$ cat src/rtl/pc_gen_pkg.sv
// ----------------------------------------------------------------------------
// pc_gen_pkg
// Shared types and constants for the program-counter generator.
//   redirect_kind_t : how an EXEC instruction wants to change the PC
//   fsm_state_t     : sequencing state of the PC generator
//   DEFAULT_*       : default reset vector and exit (halt) address
//   link_offset()   : distance from the current PC to the return address
// ----------------------------------------------------------------------------
package pc_gen_pkg;

    typedef enum logic [1:0] {
        KIND_NONE = 2'b00,  // no redirect
        KIND_REG  = 2'b01,  // JR / JALR: target comes from rs
        KIND_PAGE = 2'b10,  // J / JAL: 26-bit index inside current 256 MB page
        KIND_REL  = 2'b11   // conditional branches: PC-relative
    } redirect_kind_t;

    typedef enum logic [1:0] {
        FSM_RUN  = 2'b00,   // normal sequential execution
        FSM_SLOT = 2'b01,   // executing a delay-slot instruction, target queued
        FSM_HALT = 2'b10    // stopped until reset
    } fsm_state_t;

    localparam logic [31:0] DEFAULT_RESET_VEC = 32'hBFC0_0000;
    localparam logic [31:0] DEFAULT_HALT_ADDR = 32'h0000_0000;

    // Width of the in-page part of a page-absolute jump target.
    localparam int PAGE_BITS = 28;

    // With a delay slot the return address skips the slot instruction too.
    function automatic logic [31:0] link_offset(input int delay_slot);
        return (delay_slot != 0) ? 32'd8 : 32'd4;
    endfunction

endpackage

$ cat src/rtl/pc_target_calc.sv
// ----------------------------------------------------------------------------
// pc_target_calc
// Purely combinational next-PC arithmetic.
//   addr        in  ADDR_W  current PC
//   kind        in  2       redirect kind
//   instr_low   in  26      low 26 bits of the registered instruction
//   reg_q       in  ADDR_W  registered rs value
//   seq         out ADDR_W  addr + 4 (wraps)
//   target      out ADDR_W  redirect target for 'kind' (seq for KIND_NONE)
// ----------------------------------------------------------------------------
module pc_target_calc
    import pc_gen_pkg::*;
#(
    parameter int ADDR_W = 32
) (
    input  logic [ADDR_W-1:0] addr,
    input  redirect_kind_t    kind,
    input  logic [25:0]       instr_low,
    input  logic [ADDR_W-1:0] reg_q,
    output logic [ADDR_W-1:0] seq,
    output logic [ADDR_W-1:0] target
);

    logic [ADDR_W-1:0] page_target;
    logic [ADDR_W-1:0] rel_offset;
    logic [ADDR_W-1:0] rel_target;

    // Page-absolute keeps the upper bits of seq (nothing above bit 27 when
    // ADDR_W is 28) and replaces the in-page part with the scaled index.
    // The branch offset is a word offset, sign-extended after scaling by 4.
    always_comb begin
        seq         = addr + ADDR_W'(4);
        page_target = seq;
        page_target[PAGE_BITS-1:0] = {instr_low, 2'b00};
        rel_offset  = {{(ADDR_W-18){instr_low[15]}}, instr_low[15:0], 2'b00};
        rel_target  = seq + rel_offset;
        unique case (kind)
            KIND_REG:  target = reg_q;
            KIND_PAGE: target = page_target;
            KIND_REL:  target = rel_target;
            default:   target = seq;
        endcase
    end

endmodule

$ cat src/rtl/pc_gen.sv
// ----------------------------------------------------------------------------
// pc_gen
// Program-counter generator for a two-phase (FETCH/EXEC) MIPS-style core,
// with optional branch delay slot, halt-on-exit-address and misaligned
// register-jump detection.
//   clk            in  1       clock, all state on rising edge
//   reset_n        in  1       synchronous active-low reset (beats stall)
//   state          in  1       0 = FETCH (capture), 1 = EXEC (update)
//   stall          in  1       freeze all registers
//   redirect_valid in  1       EXEC instruction redirects
//   redirect_kind  in  2       see redirect_kind_t
//   instr_word     in  32      fetched instruction
//   reg_data       in  ADDR_W  rs value for register jumps
//   addr           out ADDR_W  current PC
//   link_addr      out ADDR_W  return address
//   active         out 1       CPU running
//   delay_pending  out 1       executing a delay slot with a redirect queued
//   addr_err       out 1       sticky misaligned register-jump flag
// ----------------------------------------------------------------------------
module pc_gen
    import pc_gen_pkg::*;
#(
    parameter int          ADDR_W     = 32,
    parameter logic [31:0] RESET_VEC  = DEFAULT_RESET_VEC,
    parameter logic [31:0] HALT_ADDR  = DEFAULT_HALT_ADDR,
    parameter int          DELAY_SLOT = 1
) (
    input  logic              clk,
    input  logic              reset_n,
    input  logic              state,
    input  logic              stall,
    input  logic              redirect_valid,
    input  logic [1:0]        redirect_kind,
    input  logic [31:0]       instr_word,
    input  logic [ADDR_W-1:0] reg_data,
    output logic [ADDR_W-1:0] addr,
    output logic [ADDR_W-1:0] link_addr,
    output logic              active,
    output logic              delay_pending,
    output logic              addr_err
);

    localparam logic [ADDR_W-1:0] RST_PC   = RESET_VEC[ADDR_W-1:0];
    localparam logic [ADDR_W-1:0] EXIT_PC  = HALT_ADDR[ADDR_W-1:0];
    localparam logic [31:0]       LINK_OFF = link_offset(DELAY_SLOT);

    if (ADDR_W < 28 || ADDR_W > 32) begin : g_bad_addr_w
        $error("pc_gen: ADDR_W must be in 28..32");
    end

    // ------------------------------------------------------------------
    // State
    // ------------------------------------------------------------------
    fsm_state_t        fsm, fsm_nx;
    logic [ADDR_W-1:0] pc, pc_nx;
    logic [ADDR_W-1:0] target_q, target_nx;
    logic [31:0]       instr_q;
    logic [ADDR_W-1:0] reg_q;
    logic              active_q, active_nx;
    logic              err_q, err_nx;

    redirect_kind_t    kind;
    logic [ADDR_W-1:0] seq;
    logic [ADDR_W-1:0] target;
    logic              capture;
    logic              update;
    logic              redirect;
    logic              misaligned;
    logic              unused_instr_hi;

    assign kind     = redirect_kind_t'(redirect_kind);
    assign capture  = !state && !stall;
    assign update   = state && !stall;
    assign redirect = redirect_valid && (kind != KIND_NONE);

    // Only register jumps can produce a misaligned target; page and
    // relative targets are always word-aligned by construction.
    assign misaligned = (kind == KIND_REG) && (reg_q[1:0] != 2'b00);

    // The opcode/register fields of the instruction never affect the PC.
    assign unused_instr_hi = ^instr_q[31:26];

    pc_target_calc #(
        .ADDR_W (ADDR_W)
    ) u_target (
        .addr      (pc),
        .kind      (kind),
        .instr_low (instr_q[25:0]),
        .reg_q     (reg_q),
        .seq       (seq),
        .target    (target)
    );

    // ------------------------------------------------------------------
    // Next-state logic. Nothing moves except on an update edge; the halt
    // check comes first so reaching the exit address wins over both a
    // new redirect and a queued delay-slot target.
    // ------------------------------------------------------------------
    always_comb begin
        fsm_nx    = fsm;
        pc_nx     = pc;
        target_nx = target_q;
        active_nx = active_q;
        err_nx    = err_q;
        unique case (fsm)
            FSM_RUN: begin
                if (update) begin
                    if (pc == EXIT_PC) begin
                        fsm_nx    = FSM_HALT;
                        active_nx = 1'b0;
                    end else if (redirect && misaligned) begin
                        fsm_nx    = FSM_HALT;
                        active_nx = 1'b0;
                        err_nx    = 1'b1;
                    end else if (redirect && (DELAY_SLOT != 0)) begin
                        pc_nx     = seq;
                        target_nx = target;
                        fsm_nx    = FSM_SLOT;
                    end else if (redirect) begin
                        pc_nx     = target;
                    end else begin
                        pc_nx     = seq;
                    end
                end
            end
            FSM_SLOT: begin
                // Redirects requested by the slot instruction are dropped.
                if (update) begin
                    if (pc == EXIT_PC) begin
                        fsm_nx    = FSM_HALT;
                        active_nx = 1'b0;
                    end else begin
                        pc_nx     = target_q;
                        fsm_nx    = FSM_RUN;
                    end
                end
            end
            default: begin
                fsm_nx = FSM_HALT;
            end
        endcase
    end

    // ------------------------------------------------------------------
    // Registers. Reset beats stall; the operand capture is suppressed in
    // HALT so a halted core ignores its inputs entirely.
    // ------------------------------------------------------------------
    always_ff @(posedge clk) begin
        if (!reset_n) begin
            fsm      <= FSM_RUN;
            pc       <= RST_PC;
            target_q <= '0;
            instr_q  <= '0;
            reg_q    <= '0;
            active_q <= 1'b1;
            err_q    <= 1'b0;
        end else begin
            fsm      <= fsm_nx;
            pc       <= pc_nx;
            target_q <= target_nx;
            active_q <= active_nx;
            err_q    <= err_nx;
            if (capture && (fsm != FSM_HALT)) begin
                instr_q <= instr_word;
                reg_q   <= reg_data;
            end
        end
    end

    assign addr          = pc;
    assign link_addr     = pc + LINK_OFF[ADDR_W-1:0];
    assign active        = active_q;
    assign delay_pending = (fsm == FSM_SLOT);
    assign addr_err      = err_q;

endmodule

$ cat config.mk
export PLATFORM = sky130hd
export DESIGN_NAME = pc_gen
export DESIGN_NICKNAME = d
export VERILOG_FILES = /design/src/rtl/pc_gen_pkg.sv /design/src/rtl/pc_target_calc.sv /design/src/rtl/pc_gen.sv
export SDC_FILE = /design/constraint.sdc
export NUM_CORES = 1
export LEC_CHECK = 0
export ABC_AREA = 1
export CAP_MARGIN = 10
export CORE_MARGIN = 2
export CORE_UTILIZATION = 44
export DETAILED_ROUTE_END_ITERATION = 6
export PLACE_DENSITY = 0.68
export RECOVER_POWER = 25
export SYNTH_ARGS = -nofsm -noshare
export SYNTH_HDL_FRONTEND = slang
export SYNTH_SLANG_ARGS = --single-unit
$ cat constraint.sdc
create_clock -name clk -period 4.7 [get_ports clk]
set_input_delay 0.94 -clock clk [delete_from_list [all_inputs] [get_ports clk]]
set_output_delay 0.94 -clock clk [all_outputs]
set_load 0.1 [all_outputs]
# Word level (Yosys, flattened, before mapping)
# Index checks and enable logic that the tools add are counted.
word_totals:
  reg_bits: 126
  inputBits: 71
  romBits: 0
  word_cells: 63
  latchBits: 0
  out_inout_bits: 67
  n_memories: 0
  ram_bits: 0
classes:
  n_bitwise: 2
  add_sub_neg: 3
  n_mux: 20
  mul: 0
  div_mod_pow: 0
  n_reduce_logical: 18
  order_cmp: 0
  n_shift: 0
  n_eq_ne: 13
op_table:
  columns: ["op", "n"]
  rows:
  - ["$mux W32", 5]
  - ["$pmux W32 S3", 1]
  - ["$pmux W32 S2", 1]
  - ["$add A32 B3 Y32 const B", 1]
  - ["$add A32 B32 Y32", 1]
  - ["$add A32 B4 Y32 const B", 1]
  - ["$logic_not A32 Y1", 1]
  - ["$mux W2", 6]
  - ["$ne A2 B2 Y1 const B", 5]
  - ["$reduce_and A5 Y1", 2]
  - ["$logic_and A1 B1 Y1", 6]
  - ["$reduce_and A6 Y1", 1]
  - ["$reduce_bool A2 Y1", 3]
  - ["$mux W1", 5]
  - ["$eq A2 B1 Y1 const B", 2]
  - ["$eq A2 B2 Y1 const B", 2]
  - ["$ne A2 B1 Y1 const B", 2]
  - ["$ne A4 B4 Y1 const B", 1]
  - ["$pmux W2 S2", 1]
  - ["$reduce_and A4 Y1", 1]
  - ["$ne A3 B3 Y1 const B", 1]
  - ["$reduce_and A3 Y1", 1]
  - ["$logic_not A1 Y1", 2]
  - ["$logic_not A2 Y1", 1]
  - ["2 further kinds", 3]

# Longest topological paths before layout
logic_depth:
  word_depth: 7
  mapped_depth: 25
  ltp_nobuf: 25

# Hierarchy
# Synthesis repeated with hierarchy kept, for this count alone.
hier_totals:
  cells_unflattened: 1736
  hier_area_um2: 10192.3
by_module_without_submodules:
  columns: ["mod", "cells_per_inst", "instances", "area_each_um2"]
  rows:
  - ["pc_gen", 1029, 1, 6517.5]
  - ["pc_target_calc", 707, 1, 3674.8]

# Worst setup path after synthesis
# No wires, ideal clock.
synth_path:
  kind: "reg2out"
  from: "register pc[3] (netlist: addr[3])"
  to: "output link_addr[20]"
  slack_ps: -416
  arrival_ps: 4176
  required_time_ps: 3760
  path_buffers: 0
  path_stages_with_launch: 7
  cell_sequence: "dfxtp_1 inv_1 nor3_2 nand2_1 nor4_2 nand2_1 xnor2_1"
synth_between:
  elab_chain_cells: 1
synth_lines:
  columns: ["item", "line", "rtl"]
  rows:
  - ["start: declaration", "pc_gen.sv:55", "logic [ADDR_W-1:0] pc, pc_nx;"]
  - ["start signal: assignment", "pc_gen.sv:159", "pc <= pc_nx;"]
  - ["$add A32 B4 Y32", "pc_gen.sv:171", "assign link_addr = pc + LINK_OFF[ADDR_W-1:0];"]
  - ["end: declaration", "pc_gen.sv:37", "output logic [ADDR_W-1:0] link_addr,"]
# No other way between the ends.

# Worst setup path after layout
layout_path:
  from: "register pc[5] (netlist: addr[5])"
  to: "output link_addr[10]"
# The elaborated chain is that of the path after synthesis.

==> out/results.ini <==
[run_status]
outcome = finished with violations
violations = capacitance limit, slew limit

[finish]
multi_input_area_mm2 = 0.00564
num_antenna_cells = 0
postLayoutCoreUtil = 0.548
regArea_mm2 = 0.00252
drive_gt1_frac = 0.0786
area_growth_pct = 23.0
layout.nets = 1672
nFillCells = 2025
finalInstanceArea_mm2 = 0.0110

[clocking]
cts_root_buf = clkbuf_16
post_cts_buffers = 0
cts_made_buffers = 17
clk_path_buf_depth = 2
htree_levels = 4
post_cts_resized = 0
clkLatencyLatePin_ps = 430
clock_sinks = 126
postCtsHoldBufs = 0
clkTransAtPathRegs_ps = 70
cts_tree = done

[place]
portBuffers = 131
place_ws_ps = 1010
post_dp_cell_area_mm2 = 0.0104
routabilityCongestion = 0.929
hpwl_um = 23300

[timing]
setup_ws_ps = 803
fin_crit_ps = 3900
fin_crit_sh = 0.829
rsz0062_at_grt = false
finalHoldViolations = 0
setup_viol = 0
fin_setup_tns_ps = 0
tightest_slew_ps = 1610
max_freq_mhz = 257
relSlewSlack = -0.0750
drv_slew = 57
skew_ps = 12.4

[die]
io_pins = 138
initial_utilization = 0.445
core_region_area_mm2 = 0.0201
die_width_um = 147
die_height_um = 147
num_rows = 52
die_area_mm2 = 0.0215

[logic_synthesis]
synth_edf_count = 0
syn-num-nets = 1573
avgSynthCellArea_um2 = 6.11
ys_ff_latch = 126
synth_cells = 1465
ys.flop_type = dfxtp_1
synth.distinct_cells = 49
synth_area_mm2 = 0.00896
ys_async_sr_fraction = 0
ys_warn_count = 0
ys_seq_area_frac = 0.282

[routing]
wl_per_cell_um = 16.4
wl_um = 30200
vias_per_cell = 5.22
dr.pass1.iters = 6
dr_total_vias = 9650
drt_iter0_drc = 693
drc = 0
ant_nets = 0

[pwr]
cellLeakagePower_nw = 5.05
ir_worst_vdd_v = 0.000210
powerDensity_mw_per_mm2 = 289
report.power.total_mw = 3.18

[global_routing]
globalRouteOverflowTotal = 0
grt_max_degree = 57
grt_pass1_vias = 8982
grt_usage = 0.282
grt_first_pass_wirelength_um = 47700
antenna_found_initial = 0

[setup_path]
worst_setup_path_end_kind = primary output
cp_slowest_cell = clkdlybuf4s50_1
path_cells = nand2_1, nor2_1, nand2_1, xor2_1, clkdlybuf4s50_1
critical_path_required_ps = 3760
start_kind = flop
worstPathArrival_ps = 2960
critical_path_class = reg -> out
crit_fanout = 8
crit_top_cell = nand2_1
critPathMaxStageDelay_ps = 1150

[worst_hold_path]
hold_class = reg -> reg

[job]
drv_cap = 1

[registers in the layout (all words and copies together), names as in the netlist]
name,count
active,1
instr_q,26
addr_err,1
reg_q,32
fsm,2
target_q,32
addr,32
[where the power goes]
part	leakage, nW	internal (mW)	switching, mW
sequential	1.03	1.12	0.0479
combinational	3.73	0.211	0.453
clock	0.288	0.759	0.590
[final timing paths]
check	start	endpoint	slack (ps)	cells past startpoint
hold reg to reg	reg_q[10]$_SDFFE_PN0P_	reg_q[10]$_SDFFE_PN0P_	460	2
setup / recovery	addr[5]$_SDFFE_PN0P_	link_addr[10]	800	5
setup reg to reg	addr[4]$_SDFFE_PN0P_	target_q[30]$_SDFFE_PN0P_	930	21
hold / removal	reg_q[10]$_SDFFE_PN0P_	reg_q[10]$_SDFFE_PN0P_	460	2
[metrics by stage]
step | hold WS [ps] | cells
3_5_place_dp | 443 | 1815
2_1_floorplan | 425 | 1465
6_report | 461 | 1847
4_1_cts | 453 | 1847
3_3_place_gp | 439 | 1815
5_1_grt | 485 | 1847
[cells in the mapped netlist, types with 4 or more instances]
cell         n  area share
xor2_1      41       0.040
nand2_2      5      0.0035
buf_4        7      0.0059
clkbuf_1    36       0.015
o2111ai_1    7      0.0068
a221oi_1    11       0.011
nand3_1     84       0.047
and2_1       4      0.0028
dfxtp_1    126        0.28
o21bai_1     5      0.0042
o21ai_1      8      0.0045
nand2_1    445        0.19
ha_1        36       0.050
o21ai_0    101       0.056
nand4_1     12      0.0084
nor2_1     204       0.085
clkinv_1     4      0.0017
or2_2       10      0.0070
nor2_4       6      0.0075
nor3_1       9      0.0050
inv_2        8      0.0034
a21oi_1     95       0.053
inv_1      144       0.060
nor3_2       5      0.0056
buf_2       18       0.010
[cell families (layout without fill, tap and decap cells)]
| family | count (synthesis) | in the layout | share of synthesized area |
|---|---|---|---|
| muxes | 1 | 1 | 0.00112 |
| xor gates and xnor gates | 46 | 46 | 0.0467 |
| AOI/OAI and AO/OA | 238 | 238 | 0.145 |
| buffers and inverters | 219 | 331 | 0.0974 |
| and+or+nand+nor | 798 | 798 | 0.376 |
| DFF | 126 | 126 | 0.282 |
| adders and majority gates | 37 | 37 | 0.0525 |
[layer usage]
metal,global-route usage,wire length (um),up-vias
met5,0,0,-
met4,0.0879,782,0
met2,0.458,13800,301
met1,0.377,13800,4432
met3,0.0575,1840,44
li1,-,-,4873
[cell type report]
cell class | instances | share of cell area
timing repair buffer | 143 | 0.122
sequential | 126 | 0.229
clock buffer | 17 | 0.0386
clock inverter | 15 | 0.0154
tap | 270 | 0.0307
multi-input combinational | 1120 | 0.512
inverter | 156 | 0.0531
[cell usage in the layout (no fill, tap or decap), types with 7 or more instances in the layout]
cell type | netlist | routed
dfxtp_1 | 126 | 126
nand4_1 | 12 | 12
o2111ai_1 | 7 | 7
xor2_1 | 41 | 33
nor2_1 | 204 | 202
nand3_1 | 84 | 84
xor2_2 | 2 | 10
or2_2 | 10 | 10
clkbuf_16 | 0 | 17
o21ai_0 | 101 | 101
a21oi_1 | 95 | 95
buf_4 | 7 | 32
clkdlybuf4s50_1 | 0 | 107
ha_1 | 36 | 36
nand2_1 | 445 | 445
a221oi_1 | 11 | 11
nor3_1 | 9 | 9
inv_1 | 144 | 144
inv_2 | 8 | 8
o21ai_1 | 8 | 8
[critical path: cells and delay by family, from the launching register on]
kind	cells	cell delay [ps]
DFF	1	540
buffers and inverters	1	1150
xor gates and xnor gates	1	160
and+or+nand+nor	3	690
Power figures use the tool's default switching activity.
